### src/rtl/control_pkg.sv
// ---------------------------------------------------------------------------
// control_pkg
// Shared constants for the multicycle control unit: state encodings, opcode
// and extension values, branch/jump condition codes, processor-status flag
// positions, datapath mux select codes and the bundled control-word type.
// Also provides the sign-extension select helper used by the top level.
// ---------------------------------------------------------------------------
package control_pkg;

   // State encodings (also visible externally on state_dbg)
   localparam logic [3:0] S_FETCH   = 4'd0;
   localparam logic [3:0] S_FETCH2  = 4'd1;
   localparam logic [3:0] S_DECODE  = 4'd2;
   localparam logic [3:0] S_EXEC    = 4'd3;
   localparam logic [3:0] S_ALU_WB  = 4'd4;
   localparam logic [3:0] S_MOV     = 4'd5;
   localparam logic [3:0] S_MOVI    = 4'd6;
   localparam logic [3:0] S_LD_ADDR = 4'd7;
   localparam logic [3:0] S_LD_CAP  = 4'd8;
   localparam logic [3:0] S_LD_WB   = 4'd9;
   localparam logic [3:0] S_STORE   = 4'd10;
   localparam logic [3:0] S_BRANCH  = 4'd11;
   localparam logic [3:0] S_JUMP    = 4'd12;

   // Primary opcodes
   localparam logic [3:0] OP_RTYPE   = 4'b0000;
   localparam logic [3:0] OP_ANDI    = 4'b0001;
   localparam logic [3:0] OP_ORI     = 4'b0010;
   localparam logic [3:0] OP_XORI    = 4'b0011;
   localparam logic [3:0] OP_SPECIAL = 4'b0100;
   localparam logic [3:0] OP_CMPI    = 4'b1011;
   localparam logic [3:0] OP_BCOND   = 4'b1100;
   localparam logic [3:0] OP_MOVI    = 4'b1101;
   localparam logic [3:0] OP_NOP     = 4'b1111;

   // Opcode extensions
   localparam logic [3:0] EXT_LOAD  = 4'b0000;
   localparam logic [3:0] EXT_STOR  = 4'b0100;
   localparam logic [3:0] EXT_CMP   = 4'b1011;
   localparam logic [3:0] EXT_JCOND = 4'b1100;
   localparam logic [3:0] EXT_MOV   = 4'b1101;

   // Condition codes carried in the Rdest field of branches and jumps
   localparam logic [3:0] COND_EQ = 4'b0000;
   localparam logic [3:0] COND_NE = 4'b0001;
   localparam logic [3:0] COND_CS = 4'b0010;
   localparam logic [3:0] COND_CC = 4'b0011;
   localparam logic [3:0] COND_GT = 4'b0110;
   localparam logic [3:0] COND_LE = 4'b0111;
   localparam logic [3:0] COND_LT = 4'b1100;
   localparam logic [3:0] COND_GE = 4'b1101;
   localparam logic [3:0] COND_UC = 4'b1110;

   // Bit positions inside PSR_OUT
   localparam int FLAG_C = 0;
   localparam int FLAG_L = 1;
   localparam int FLAG_Z = 3;
   localparam int FLAG_N = 4;

   // Datapath mux select codes
   localparam logic [1:0] WD_IMM     = 2'b00;
   localparam logic [1:0] WD_RSRC    = 2'b01;
   localparam logic [1:0] WD_MEM     = 2'b10;
   localparam logic [1:0] WD_ALU     = 2'b11;
   localparam logic [1:0] ALUA_RSRC  = 2'b00;
   localparam logic [1:0] ALUA_PC    = 2'b01;
   localparam logic [1:0] ALUA_IMM   = 2'b10;
   localparam logic [1:0] ALUB_RDEST = 2'b00;
   localparam logic [1:0] ALUB_IMM   = 2'b01;
   localparam logic [1:0] ALUB_ONE   = 2'b10;

   // One control word, decoded from the current state each cycle
   typedef struct packed {
      logic       pcS;
      logic       memS;
      logic [1:0] wdS;
      logic [1:0] aluaS;
      logic [1:0] alubS;
      logic       instrEn;
      logic       aluOutEn;
      logic       memRegEn;
      logic       pcEn;
      logic       psrEn;
      logic       regWr;
      logic       memWe;
   } ctrl_t;

   // Logical immediates and MOVI take a zero-extended immediate; everything
   // else (arithmetic immediates, branch displacements) is sign-extended.
   function automatic logic seSignFor(input logic [3:0] op);
      logic zeroExt;
      zeroExt = (op == OP_ANDI) || (op == OP_ORI) || (op == OP_XORI) || (op == OP_MOVI);
      return !zeroExt;
   endfunction

endpackage

### src/rtl/cond_eval.sv
// ---------------------------------------------------------------------------
// cond_eval
// Purely combinational branch/jump condition evaluator.
//   cond_i  : condition code taken from the Rdest field
//   flags_i : processor status flags {N, Z, F, L, C}
//   taken_o : 1 when the condition holds; unknown codes are never taken
// ---------------------------------------------------------------------------
module cond_eval
   import control_pkg::*;
#(
   parameter int OPL  = 4,
   parameter int PSRL = 5
) (
   input  logic [OPL-1:0]  cond_i,
   input  logic [PSRL-1:0] flags_i,
   output logic            taken_o
);

   // Map each condition code onto a single flag or its complement
   always_comb begin
      taken_o = 1'b0;
      case (cond_i)
         COND_EQ: taken_o =  flags_i[FLAG_Z];
         COND_NE: taken_o = !flags_i[FLAG_Z];
         COND_CS: taken_o =  flags_i[FLAG_C];
         COND_CC: taken_o = !flags_i[FLAG_C];
         COND_GT: taken_o =  flags_i[FLAG_N];
         COND_LE: taken_o = !flags_i[FLAG_N];
         COND_LT: taken_o =  flags_i[FLAG_L];
         COND_GE: taken_o = !flags_i[FLAG_L];
         COND_UC: taken_o = 1'b1;
         default: taken_o = 1'b0;
      endcase
   end

endmodule

### src/rtl/control_fsm.sv
// ---------------------------------------------------------------------------
// control_fsm
// Moore-style multicycle control unit. Every datapath control is decoded
// from the current state, apart from SE_SIGN (follows OP_CODE) and the
// taken term that gates the PC update in BRANCH/JUMP.
//   clk, reset            : clock (rising edge), async active-low reset
//   OP_CODE, OP_EXT       : instruction opcode and extension fields
//   Rdest_addr            : destination field, also the condition code
//   PSR_OUT               : status flags {N, Z, F, L, C}
//   PC_S, MEM_S           : PC source / memory address source selects
//   WD_S, ALUA_S, ALUB_S  : write-data and ALU operand selects
//   INSTR_EN .. MEM_WE    : register enables, regfile and memory writes
//   SE_SIGN               : immediate sign-extension select
//   state_dbg             : current state encoding
// ---------------------------------------------------------------------------
module control_fsm
   import control_pkg::*;
#(
   parameter int OPL  = 4,
   parameter int PSRL = 5
) (
   input  logic            clk,
   input  logic            reset,
   input  logic [OPL-1:0]  OP_CODE,
   input  logic [OPL-1:0]  OP_EXT,
   input  logic [OPL-1:0]  Rdest_addr,
   input  logic [PSRL-1:0] PSR_OUT,
   output logic            PC_S,
   output logic            MEM_S,
   output logic [1:0]      WD_S,
   output logic [1:0]      ALUA_S,
   output logic [1:0]      ALUB_S,
   output logic            INSTR_EN,
   output logic            ALU_OUT_EN,
   output logic            MEM_REG_EN,
   output logic            PC_EN,
   output logic            PSR_EN,
   output logic            SE_SIGN,
   output logic            REG_WR,
   output logic            MEM_WE,
   output logic [3:0]      state_dbg
);

   logic [3:0] stateQ, stateD;
   // Instruction class captured in DECODE so EXEC depends on state only
   logic       immQ, immD;
   logic       cmpQ, cmpD;
   logic       taken;
   ctrl_t      ctrl;

   cond_eval #(.OPL(OPL), .PSRL(PSRL)) uCondEval (
      .cond_i  (Rdest_addr),
      .flags_i (PSR_OUT),
      .taken_o (taken)
   );

   // State register; reset lands in FETCH so a new fetch begins on release
   always_ff @(posedge clk or negedge reset) begin
      if (!reset) begin
         stateQ <= S_FETCH;
         immQ   <= 1'b0;
         cmpQ   <= 1'b0;
      end else begin
         stateQ <= stateD;
         immQ   <= immD;
         cmpQ   <= cmpD;
      end
   end

   // Next-state logic; DECODE dispatches on opcode/extension and records
   // whether EXEC must use the immediate operand and whether it is a compare
   always_comb begin
      stateD = S_FETCH;
      immD   = immQ;
      cmpD   = cmpQ;
      case (stateQ)
         S_FETCH:  stateD = S_FETCH2;
         S_FETCH2: stateD = S_DECODE;
         S_DECODE: begin
            immD = (OP_CODE != OP_RTYPE);
            cmpD = ((OP_CODE == OP_RTYPE) && (OP_EXT == EXT_CMP)) || (OP_CODE == OP_CMPI);
            case (OP_CODE)
               OP_RTYPE:   stateD = (OP_EXT == EXT_MOV) ? S_MOV : S_EXEC;
               OP_SPECIAL: begin
                  case (OP_EXT)
                     EXT_LOAD:  stateD = S_LD_ADDR;
                     EXT_STOR:  stateD = S_STORE;
                     EXT_JCOND: stateD = S_JUMP;
                     default:   stateD = S_FETCH;
                  endcase
               end
               OP_BCOND: stateD = S_BRANCH;
               OP_MOVI:  stateD = S_MOVI;
               OP_NOP:   stateD = S_FETCH;
               default:  stateD = S_EXEC;
            endcase
         end
         S_EXEC:    stateD = cmpQ ? S_FETCH : S_ALU_WB;
         S_LD_ADDR: stateD = S_LD_CAP;
         S_LD_CAP:  stateD = S_LD_WB;
         default:   stateD = S_FETCH;
      endcase
   end

   // Output decode; PC_EN is only raised in states that never touch the
   // PSR, ALU output register or register file, so the datapath may force
   // the ALU to ADD whenever the PC is being updated
   always_comb begin
      ctrl = '0;
      case (stateQ)
         S_FETCH: ctrl.memS = 1'b1;
         S_FETCH2: begin
            ctrl.memS    = 1'b1;
            ctrl.instrEn = 1'b1;
            ctrl.pcEn    = 1'b1;
            ctrl.pcS     = 1'b1;
            ctrl.aluaS   = ALUA_PC;
            ctrl.alubS   = ALUB_ONE;
         end
         S_EXEC: begin
            ctrl.aluOutEn = 1'b1;
            ctrl.psrEn    = 1'b1;
            ctrl.aluaS    = immQ ? ALUA_IMM : ALUA_RSRC;
            ctrl.alubS    = ALUB_RDEST;
         end
         S_ALU_WB: begin
            ctrl.wdS   = WD_ALU;
            ctrl.regWr = 1'b1;
         end
         S_MOV: begin
            ctrl.wdS   = WD_RSRC;
            ctrl.regWr = 1'b1;
         end
         S_MOVI: begin
            ctrl.wdS   = WD_IMM;
            ctrl.regWr = 1'b1;
         end
         S_LD_CAP: ctrl.memRegEn = 1'b1;
         S_LD_WB: begin
            ctrl.wdS   = WD_MEM;
            ctrl.regWr = 1'b1;
         end
         S_STORE: ctrl.memWe = 1'b1;
         S_BRANCH: begin
            if (taken) begin
               ctrl.pcEn  = 1'b1;
               ctrl.pcS   = 1'b1;
               ctrl.aluaS = ALUA_PC;
               ctrl.alubS = ALUB_IMM;
            end
         end
         S_JUMP: begin
            if (taken) begin
               ctrl.pcEn = 1'b1;
               ctrl.pcS  = 1'b0;
            end
         end
         default: ctrl = '0;
      endcase
   end

   assign PC_S       = ctrl.pcS;
   assign MEM_S      = ctrl.memS;
   assign WD_S       = ctrl.wdS;
   assign ALUA_S     = ctrl.aluaS;
   assign ALUB_S     = ctrl.alubS;
   assign INSTR_EN   = ctrl.instrEn;
   assign ALU_OUT_EN = ctrl.aluOutEn;
   assign MEM_REG_EN = ctrl.memRegEn;
   assign PC_EN      = ctrl.pcEn;
   assign PSR_EN     = ctrl.psrEn;
   assign REG_WR     = ctrl.regWr;
   assign MEM_WE     = ctrl.memWe;
   assign SE_SIGN    = seSignFor(OP_CODE);
   assign state_dbg  = stateQ;

endmodule

### config.mk
export PLATFORM = sky130hd
export DESIGN_NAME = control_fsm
export DESIGN_NICKNAME = d
export VERILOG_FILES = /design/src/rtl/control_pkg.sv /design/src/rtl/cond_eval.sv /design/src/rtl/control_fsm.sv
export SDC_FILE = /design/constraint.sdc
export NUM_CORES = 1
export LEC_CHECK = 0
export BUFFER_PORTS_ARGS = -buffer_cell sky130_fd_sc_hd__buf_2
export CAP_MARGIN = 20
export CORE_MARGIN = 2
export CORE_UTILIZATION = 25
export CTS_CLUSTER_SIZE = 12
export DETAILED_ROUTE_END_ITERATION = 10
export GPL_ROUTABILITY_DRIVEN = 0
export GPL_TIMING_DRIVEN = 0
export PLACE_DENSITY = 0.51
export SLEW_MARGIN = 10
export SYNTH_ARGS = -nofsm -noshare
export SYNTH_HDL_FRONTEND = slang
export SYNTH_SLANG_ARGS = --single-unit
### constraint.sdc
create_clock -name clk -period 1.6 [get_ports clk]
set_input_delay 0.16 -clock clk [delete_from_list [all_inputs] [get_ports clk]]
set_output_delay 0.16 -clock clk [all_outputs]
set_load 0.005 [all_outputs]
==> results.yml <==
sta:
  finalSetupViolations: 1
  worstMarginPinSlew_ns: 0.386
  final-max-slew-violation-count: 0
  fin_crit_sh: 1.01
  rsz0062_at_grt: "yes"
  fin_skew_ns: 0.00136
  period_minus_slack_ns: 1.61
  final_hold_viol_count: 0
  slew_headroom: 0.743
  fmax_mhz: 619
  fin_ws_ns: -0.0144
layout:
  stdcell_count: 171
  fillerInstances: 262
  area_growth_pct: 57.8
  finalInstanceArea_um2: 1060
  nets: 162
  antenna_cells: 0
  drive_gt1_frac: 0.496
placement:
  pre_cts_slack_ns: -0.0440
  place_area_um2: 882
  io_buffer_count: 35
  dpl.cell_count: 158
  hpwlAfterDp_um: 1400
synthesis:
  synth_largest_area_cell: "dfrtp_1"
  synth_nets: 112
  async_flop_share: 1.00
  postSynthCellCount: 93
  synth_edf_count: 0
  netlist.area_leader.share: 0.224
  synth_ff_type: "dfrtp_1"
  yosys_warnings: 0
  ys_seq_area_frac: 0.224
  synth_most_common_cell: "nor2_1"
  netlist_area_um2: 669
  ys_seq_elements: 6
  ys_types: 38
  syn_avg_cell_area_um2: 7.20
  synthTopCellsByCount: "13 x nor2_1, 8 x nand2_1, 7 x a21oi_1"
  synth_area_leaders: "dfrtp_1 22%, nor2_1 7.3%, a21oi_1 5.2%, nand2_1 4.5%, nand2b_1 3.7%"
cts:
  clk_latency_ns: 0.24
  cts.sinks: 6
  clkTransAtPathRegs_ns: 0.04
  cts.path.max_buffers: 2
  numCtsBuffers: 3
  cts_root_buffer: "clkbuf_4"
  h-tree-depth: 1
  tritoncts: "yes"
detailed_routing:
  wl_um: 1950
  num_vias: 838
  drtAntennaViolNets: 0
  drc_errors: 0
  vias_per_cell: 4.90
  first_pass_iters: 4
  dr.first_iter.drc_count: 17
  route.detailed.wl_per_inst_um: 11.4
status:
  violations: "negative setup slack"
  outcome: "finished, violations left"
floorplanning:
  die_area_um2: 3110
  initial_core_util: 0.268
  core-area_um2: 2500
  ios: 39
  std_cell_rows: 18
  fp.dieW_um: 55.7
  die_y_um: 55.7
critical_path:
  cp.arrival_ns: 1.45
  required_ns: 1.44
  critPathKind: "primary input to output port"
  cp_max_fo: 3
  cp-start-kind: "primary input"
  cp-end-kind: "output port"
power:
  powerDensity_nw_per_um2: 1410
  p_leak_nw: 0.526
  irDropWorstVdd_v: 0.000791
  finalPower_mw: 1.49
grt:
  grt_pass1_wl_um: 2990
  grtUsageTotal: 0.116
  first_global_vias: 722
  grt_max_degree: 11
  grt_overflow: 0
  grt_antenna_before_repair: 0
flow_run:
  cap_violations: 0
hold_path:
  hp-class: "primary input to async pin"
==> state kept, by name (all words and copies together) (netlist names) <==
register	flops
immQ	1
state_dbg	4
cmpQ	1
==> critical path, stage by stage <==
cell      delay (ns)
buf_6           0.09
or3b_1          0.37
a32oi_1         0.25
a22oi_2         0.11
nand3b_1        0.21
a21oi_1         0.14
buf_2           0.12
==> layer usage <==
layer,GRT usage,part of all wire,vias to the layer above
li1,-,-,430
met4,0.0523,0.0067,0
met2,0.190,0.48,30
met1,0.148,0.44,376
met3,0.0186,0.065,2
met5,0,0,-
==> where the power goes <==
part,total [mW],switching (mW),internal [mW],leakage (nW)
sequential,0.304,0.0814,0.223,0.0727
combinational,1.05,0.462,0.590,0.439
clock,0.133,0.0488,0.0844,0.0138
==> layout make-up <==
class | count | area, um2 | area share
Buffer | 7 | 48.8 | 0.0462
Tap cell | 30 | 37.5 | 0.0355
Multi-Input combinational cell | 76 | 498 | 0.472
Clock buffer | 3 | 22.5 | 0.0213
Inverter | 3 | 11.3 | 0.0107
Sequential cell | 6 | 154 | 0.146
Timing Repair Buffer | 46 | 284 | 0.269
==> per-stage QoR <==
stage	setup TNS, ns	hold slack, ns	util
floorplan	0	-0.136	-
CTS	0	0.258	0.374
global route	-0.172	0.290	0.422
global placement	0	-0.00998	0.353
detailed placement	-0.106	-0.0124	0.353
finish	-0.0144	0.289	0.422
==> final timing paths <==
path	start	to	slack, ns	depth (start not counted)
worst min register to register	immQ	immQ	0.47	2
max in group asynchronous	reset	state_dbg[2]	1.16	2
worst max-delay path	PSR_OUT[1]	ALUA_S[0]	-0.01	7
worst min-delay path	reset	immQ	0.29	2
worst max register to register	state_dbg[0]	state_dbg[3]	0.06	6
min in group clk	OP_CODE[1]	immQ	0.31	3
==> kinds of logic (layout without fill, tap and decap cells) <==
logic type                after synthesis  in the layout  synth area share
buffers and inverters                  11             59            0.0972
muxes                                   1              1            0.0150
DFF                                     6              6             0.224
and+or+nand+nor                        47             47             0.376
AOI/OAI and AO/OA                      26             26             0.262
xor gates and xnor gates                2              2            0.0262
==> what timing repair did <==
| item | CTS | global route |
|---|---|---|
| buffers inserted | 2 | 7 |
| pin swaps | 5 | 6 |
| hold buffers | 1 | 0 |
| endpoints found under the setup margin | 6 | 4 |
| cloned | 0 | 1 |
| gates resized for setup | 7 | 19 |
| endpoints found under the hold margin | 6 | 0 |
==> placed cells by master (no fill, tap or decap), types with 3 or more instances in the layout <==
master    count
buf_6         7
a21oi_1       6
nor3_1        3
buf_2        36
buf_4         8
nor2_1       11
o21ai_1       3
inv_1         3
nand2_1       7
dfrtp_1       3
dfrtp_2       3
clkbuf_4      3
o21ai_0       4
nand2b_1      3
Power figures use the tool's default switching activity.
